## src/rtl/multicycle_addsub.sv

```systemverilog
`default_nettype none
// ============================================================================
// Module      : multicycle_addsub
// Description : Digit-serial two's-complement adder/subtractor. An accepted
//               start latches A and B (B inverted when subtracting) and the
//               carry-in. The block then adds DIGIT bits per cycle, LSB first,
//               over WIDTH/DIGIT cycles. It then shows the result for one
//               cycle, with a done pulse.
//               Optional feature macro: MULTICYCLE_ADDSUB_OVF_EN enables the
//               signed-overflow flag. Without the macro, ovf is tied to 0.
// Ports       : clk          - clock, rising edge
//               rst          - synchronous active-high reset
//               start        - begin an operation (accepted in IDLE/DONE)
//               addsub       - 0: A+B, 1: A-B (sampled with start)
//               A, B         - WIDTH-bit operands (sampled with start)
//               sum          - registered WIDTH-bit result
//               cout         - carry out of MSB (subtract: 1 = no borrow)
//               ovf          - signed overflow flag
//               done         - one-cycle result-valid pulse
//               calculating  - high while digits are being processed
// Revision    : 1.0 - initial release
// ============================================================================
module multicycle_addsub #(
    parameter int WIDTH = 6,
    parameter int DIGIT = 1
) (
    input  logic             clk,
    input  logic             rst,
    input  logic             start,
    input  logic             addsub,
    input  logic [WIDTH-1:0] A,
    input  logic [WIDTH-1:0] B,
    output logic [WIDTH-1:0] sum,
    output logic             cout,
    output logic             ovf,
    output logic             done,
    output logic             calculating
);

    localparam int c_STEPS = WIDTH / DIGIT;
    localparam int c_CNT_W = (c_STEPS > 1) ? $clog2(c_STEPS) : 1;
    localparam logic [c_CNT_W-1:0] c_LAST_STEP = c_CNT_W'(c_STEPS - 1);

    localparam logic [1:0] c_ST_IDLE = 2'd0;
    localparam logic [1:0] c_ST_CALC = 2'd1;
    localparam logic [1:0] c_ST_DONE = 2'd2;

    logic [1:0]         r_state;
    logic [1:0]         w_state_next;
    logic [WIDTH-1:0]   r_a;
    logic [WIDTH-1:0]   r_b;
    logic               r_carry;
    logic [WIDTH-1:0]   r_acc;
    logic [c_CNT_W-1:0] r_step;
    logic [WIDTH-1:0]   r_sum;
    logic               r_cout;

    logic               w_accept;
    logic               w_last;
    logic [DIGIT:0]     w_digit;
    logic [DIGIT-1:0]   w_res;
    logic               w_c;
    logic [WIDTH-1:0]   w_acc_next;

    // A new operation may start only when no digits are in flight.
    assign w_accept = start && ((r_state == c_ST_IDLE) || (r_state == c_ST_DONE));
    assign w_last   = (r_state == c_ST_CALC) && (r_step == c_LAST_STEP);

    // The operands shift right each step, so the active digit is always at
    // the bottom of the registers.
    assign w_digit = {1'b0, r_a[DIGIT-1:0]} + {1'b0, r_b[DIGIT-1:0]}
                   + (DIGIT + 1)'(r_carry);
    assign w_res   = w_digit[DIGIT-1:0];
    assign w_c     = w_digit[DIGIT];

    // Result digits enter at the top and move down. After the last step, the
    // first digit sits at bit 0.
    assign w_acc_next = (r_acc >> DIGIT) | (WIDTH'(w_res) << (WIDTH - DIGIT));

    // ------------------------------------------------------------------
    // FSM: state register
    // ------------------------------------------------------------------
    always_ff @(posedge clk) begin
        if (rst) begin
            r_state <= c_ST_IDLE;
        end else begin
            r_state <= w_state_next;
        end
    end

    // ------------------------------------------------------------------
    // FSM: next state and state-decoded outputs
    // ------------------------------------------------------------------
    always_comb begin
        w_state_next = r_state;
        calculating  = 1'b0;
        done         = 1'b0;
        case (r_state)
            c_ST_IDLE: begin
                if (start) begin
                    w_state_next = c_ST_CALC;
                end
            end
            c_ST_CALC: begin
                calculating = 1'b1;
                if (r_step == c_LAST_STEP) begin
                    w_state_next = c_ST_DONE;
                end
            end
            c_ST_DONE: begin
                done         = 1'b1;
                w_state_next = start ? c_ST_CALC : c_ST_IDLE;
            end
            default: begin
                w_state_next = c_ST_IDLE;
            end
        endcase
    end

    // ------------------------------------------------------------------
    // Datapath
    // ------------------------------------------------------------------
    always_ff @(posedge clk) begin
        if (rst) begin
            r_a     <= '0;
            r_b     <= '0;
            r_carry <= 1'b0;
            r_acc   <= '0;
            r_step  <= '0;
            r_sum   <= '0;
            r_cout  <= 1'b0;
        end else if (w_accept) begin
            // Subtraction is A + ~B + 1.
            r_a     <= A;
            r_b     <= B ^ {WIDTH{addsub}};
            r_carry <= addsub;
            r_step  <= '0;
        end else if (r_state == c_ST_CALC) begin
            r_a     <= r_a >> DIGIT;
            r_b     <= r_b >> DIGIT;
            r_carry <= w_c;
            r_acc   <= w_acc_next;
            r_step  <= r_step + 1'b1;
            if (w_last) begin
                r_sum  <= w_acc_next;
                r_cout <= w_c;
            end
        end
    end

    assign sum  = r_sum;
    assign cout = r_cout;

`ifdef MULTICYCLE_ADDSUB_OVF_EN
    logic r_ovf;
    logic w_ovf;

    // On the last step, the MSB of each operand sits at bit DIGIT-1. The carry
    // into the MSB is recovered as a ^ b ^ s at that bit.
    assign w_ovf = r_a[DIGIT-1] ^ r_b[DIGIT-1] ^ w_res[DIGIT-1] ^ w_c;

    always_ff @(posedge clk) begin
        if (rst) begin
            r_ovf <= 1'b0;
        end else if (w_last) begin
            r_ovf <= w_ovf;
        end
    end

    assign ovf = r_ovf;
`else
    assign ovf = 1'b0;
`endif

endmodule
`default_nettype wire

```

## config.mk

```make
export PLATFORM = sky130hd
export DESIGN_NAME = multicycle_addsub
export DESIGN_NICKNAME = d
export VERILOG_FILES = /design/src/rtl/multicycle_addsub.sv
export SDC_FILE = /design/constraint.sdc
export NUM_CORES = 1
export LEC_CHECK = 0
export CORE_MARGIN = 2
export CORE_UTILIZATION = 45
export CTS_CLUSTER_SIZE = 24
export DETAILED_ROUTE_END_ITERATION = 12
export GPL_ROUTABILITY_DRIVEN = 0
export MAX_ROUTING_LAYER = met4
export PLACE_DENSITY = 0.76
export SLEW_MARGIN = 40
export SYNTH_ARGS = -nofsm -noshare
export SYNTH_HDL_FRONTEND = slang
export SYNTH_SLANG_ARGS = --single-unit
```

## constraint.sdc

```tcl
create_clock -name clk -period 1.17 [get_ports clk]
set_input_delay 0.234 -clock clk [delete_from_list [all_inputs] [get_ports clk]]
set_output_delay 0.234 -clock clk [all_outputs]
set_load 0.02 [all_outputs]
```

Yosys cells after proc, flatten, opt, wreduce, memory -nomap -nowiden
Index checks and enable logic that the tools add are counted.

Multiplexer cells: 12. Reductions and logical operators: 9. Add/subtract/negate cells: 3. Bitwise logic cells: 3. Equal/unequal tests: 5.

Operator list (number): two-way mux 6 bit (4); OR 5 x 6 -> 6 bit (1); case mux 2 bit (3 select lines) (1); XOR 6 bit (1); two-way mux 1 bit (5); two-way mux 2 bit (2); != test 2 bit (second input constant) (2); AND reduction 2 bit (2); adder 3 x 1 -> 3 bit (second input constant) (1); equality test 3 bit (second input constant) (1); AND reduction 3 bit (1); adder 1 x 1 -> 2 bit (1); adder 2 x 1 -> 2 bit (1); equality test 2 x 1 -> 1 bit (second input constant) (1); equality test 2 bit (second input constant) (1); logical AND 1 bit (2); logical NOT 2 bit (1); nonzero test 2 bit (1); OR reduction 2 bit (1); logical OR 1 bit (1); inverter 1 bit (1).

Input port bits: 16. Output and inout port bits: 10. Register bits after elaboration: 31.

Logic depth before layout (Yosys ltp)
Depth in word-level cells: 5. Depth in mapped cells: 6.

Least setup slack after synthesis
No wires, ideal clock.

Path type: reg2reg. From: register r_step[1]. To: register r_cout, in the netlist cout. Period minus slack after synthesis: 1.189 ns. Path slack: -0.019 ns. Stages on the path, launching flop included: 7. Setup time: 0.128 ns. Arrival: 1.061 ns. Data required time: 1.042 ns. Cells stage by stage: dfxtp_1 -> inv_1 -> ha_1 -> nand4b_1 -> buf_2 -> mux2i_1 -> nor2_1.

Cells in the longest elaborated chain, start to end: 3.

Ends and longest elaborated chain: from (decl) (RTL line 54) `logic [c_CNT_W-1:0] r_step;`; from (signal assigned) (RTL line 143) `r_step <= r_step + 1'b1;`; equality test 3 bit (RTL line 67) `assign w_last = (r_state == c_ST_CALC) && (r_step == c_LAST_STEP);`; logical AND 1 bit (RTL line 67); AND reduction 3 bit (no source line); to (signal assigned) (RTL line 146) `r_cout <= w_c;`; to (decl) (RTL line 56) `logic r_cout;`.

No other way between the ends. A chain may end at the register's enable or synchronous reset.

Worst setup path after layout
From: register r_state[0]. To: output done.

Cells in the longest elaborated chain, start to end: 2.

Ends and longest elaborated chain: from (decl) (RTL line 48) `logic [1:0] r_state;`; from (signal assigned) (RTL line 85) `r_state <= c_ST_IDLE;`; from (signal assigned) (RTL line 87) `r_state <= w_state_next;`; equality test 2 bit (RTL line 98) `case (r_state)`; two-way mux 1 bit (RTL line 98); to (decl) (RTL line 36) `output logic done,`.

No other way between the ends.

==> summary.txt <==
Timing
  • Final Skew: 7.63 ps
  • Fmax: 766 MHz
  • Final Max Slew Viols: 0
  • Final period utilization: 112%
  • Hold_ws: 476 ps
  • Unrepaired setup endpoints after global routing: true
  • Hold Fails Final Rpt: 0
  • Final setup violation count: 18
  • Final WS setup: -136 ps
  • Fin crit period: 1310 ps

Logic synthesis
  • Avg Inst Size Synth: 9.46 um2
  • Post-synthesis cell type count: 30
  • Syn Inst Count: 140
  • Mapped Area: 1330 um2
  • Register area share after synthesis: 45.3%
  • Syn_nets: 159
  • Warnings, synthesis: 0
  • Seq cells post-synth: 30

Clock tree
  • Root buffer cell: clkbuf_4
  • CTS sink count: 30
  • Worst-Skew Late Latency: 330 ps
  • Reg clk slew, reported paths: 90 ps
  • Max H-tree Level: 2
  • Clk buf depth: 2
  • Total CTS buffers: 5
  • CTS tree: built

Routing
  • Drt first pass iters: 4
  • Vias post-DR: 1199
  • DRC viols: 0
  • Routed Antenna Nets: 0
  • Post-Route WL: 3.59 mm
  • Post-DR vias/cell: 5.58
  • Drt initial violations: 37
  • Routed length per instance: 16.7 um

Worst hold path
  • HP Class: flop to flop

Final layout
  • Share of cells above drive strength 1: 40.2%
  • Area delta synth->final: 51.3%
  • Most common cell after layout, fill and taps aside: dfxtp_1
  • Final cell count without fillers: 215
  • Fin nets: 203
  • Most frequent cells in the layout: dfxtp_1 (25), clkdlybuf4s50_1 (15), nand2_1 (13), nor2_1 (12), buf_4 (12)
  • Fill count: 178
  • Antenna Cells: 0

Setup path
  • Crit-path max FO: 4
  • WP data arrival: 1070 ps
  • CP required: 940 ps
  • Worst setup EP type: output port
  • Critical setup path kind: flop to output port
  • CP startpoint kind: flop

Global route
  • First-pass GRT wire length: 4.93 mm
  • Total GRT Usage: 20.8%
  • Antenna violations before repair: 0
  • Pin count of the biggest net entering global routing: 31
  • Vias in the first global route: 1059
  • Congestion Overflow GR: 0

Placement
  • I/O Buffers: 24
  • Post-DP HPWL: 1.95 mm
  • Placed cell count: 197

Power
  • Net Sw Power: 0.000651 W
  • Pleak: 0.840 nW
  • Total power: 0.00225 W
  • Sw frac: 28.9%
  • VDD IR max: 883 uV
  • Internal: 0.00160 W
  • Clock share of power: 25.7%
  • Seq pwr share: 49.7%
  • Comb power frac: 24.5%
  • PwrDens: 1120 nW/um2

Floorplanning
  • # IOs: 26
  • Core Area: 2780 um2
  • Chip width: 58.3 um
  • Chip height: 58.3 um
  • # rows: 19
  • DIE AREA: 3390 um2
  • Starting density of the core: 47.6%

Run status
  • Status: finished, violations left
  • Failing checks: setup timing

Job
  • Max-Cap Viols: 0
metal layers:
layer | track usage [%] | share of wire [%] | routed length (um)
met1 | 24.5 | 41 | 1470
met4 | 8.64 | 2.3 | 81
met3 | 6.25 | 5.0 | 179
met2 | 32.9 | 52 | 1870
met5 | - | 0 | 0
state kept, by name, summed over array words and instances, names as in the netlist:
name     flops
r_b          6
cout         1
sum          6
r_step       3
r_a          6
r_acc        5
r_carry      1
r_state      2
per-stage QoR:
step | setup TNS [ps] | instance area (um2) | worst slack [ps] | utilization [%]
2_1_floorplan | 0 | 1330 | 29.3 | -
3_3_place_gp | -3360 | 1660 | -226 | 59.6
5_1_grt | -1970 | 2000 | -158 | 72.1
3_5_place_dp | -4230 | 1660 | -304 | 59.6
4_1_cts | -688 | 1800 | -126 | 64.8
6_report | -1030 | 2000 | -136 | 72.1
cell type report:
type                            instances  area, um2  area share, %
Clock buffer                            7       45.0           2.25
Inverter                                2       15.0          0.749
Tap cell                               31       38.8           1.94
Sequential cell                        30        609           30.4
Multi-Input combinational cell         96        767           38.3
Timing Repair Buffer                   49        529           26.4
cell families after synthesis:
group	count (synthesis)	synth area share (%)
AO/OA/AOI/OAI	25	13.8
XOR/XNOR	8	5.29
adder cells (fa/ha/maj)	3	3.40
buffers and inverters	14	7.55
flip-flops	30	45.3
multiplexers	8	6.04
other	1	0.283
AND/OR/NAND/NOR	51	18.3
cell usage after synthesis:
cell / count / area (um2)
buf_2: 2 / 10.0
nor2_1: 13 / 48.8
dfxtp_1: 30 / 601
nand2_1: 15 / 56.3
clkbuf_1: 3 / 11.3
conb_1: 1 / 3.75
buf_6: 1 / 11.3
ha_1: 2 / 25.0
nand2_2: 3 / 18.8
a311oi_2: 3 / 45.0
nor3_2: 1 / 10.0
inv_1: 1 / 3.75
fa_1: 1 / 20.0
o22ai_1: 2 / 12.5
nor3_1: 6 / 30.0
a21oi_1: 13 / 65.1
nand2b_1: 2 / 12.5
nand3b_1: 1 / 7.51
nand3_1: 7 / 35.0
a22oi_1: 6 / 45.0
xor2_1: 7 / 61.3
clkbuf_2: 1 / 5.00
clkinv_4: 1 / 8.76
a2111oi_2: 1 / 15.0
buf_12: 1 / 20.0
mux2i_1: 8 / 80.1
nand4b_1: 1 / 8.76
and2b_1: 2 / 15.0
xnor2_1: 1 / 8.76
buf_4: 4 / 30.0
final timing paths:
kind | start | end | slack (ps) | cells past startpoint
worst max-delay path | r_state[0] | done | -140 | 2
worst min-delay path | r_acc[2] | r_acc[2] | 480 | 2
worst max register to register | r_state[0] | r_b[0] | -90 | 5
worst min register to register | r_acc[2] | r_acc[2] | 480 | 2
worst max-delay path, stage by stage (launching register included):
cell     delay (ps)
dfxtp_4         390
and2b_1         210
buf_6           130
power by group through the flow:
stage / registers [W] / clock network [W] / logic (W)
2_1_floorplan: 0.00112 / 0 / 0.000223
3_3_place_gp: 0.00112 / 0 / 0.000336
3_5_place_dp: 0.00113 / 0 / 0.000349
4_1_cts: 0.00111 / 0.000575 / 0.000407
5_1_grt: 0.00112 / 0.000623 / 0.000584
6_report: 0.00112 / 0.000579 / 0.000552
what timing repair did:
action	4_1_cts	5_1_grt
cloned	1	3
hold buffers	0	0
pin swaps	8	12
setup buffers	0	7
setup endpoints to repair	32	30
gates resized for setup	63	25
(Power assumes the default switching activity.)
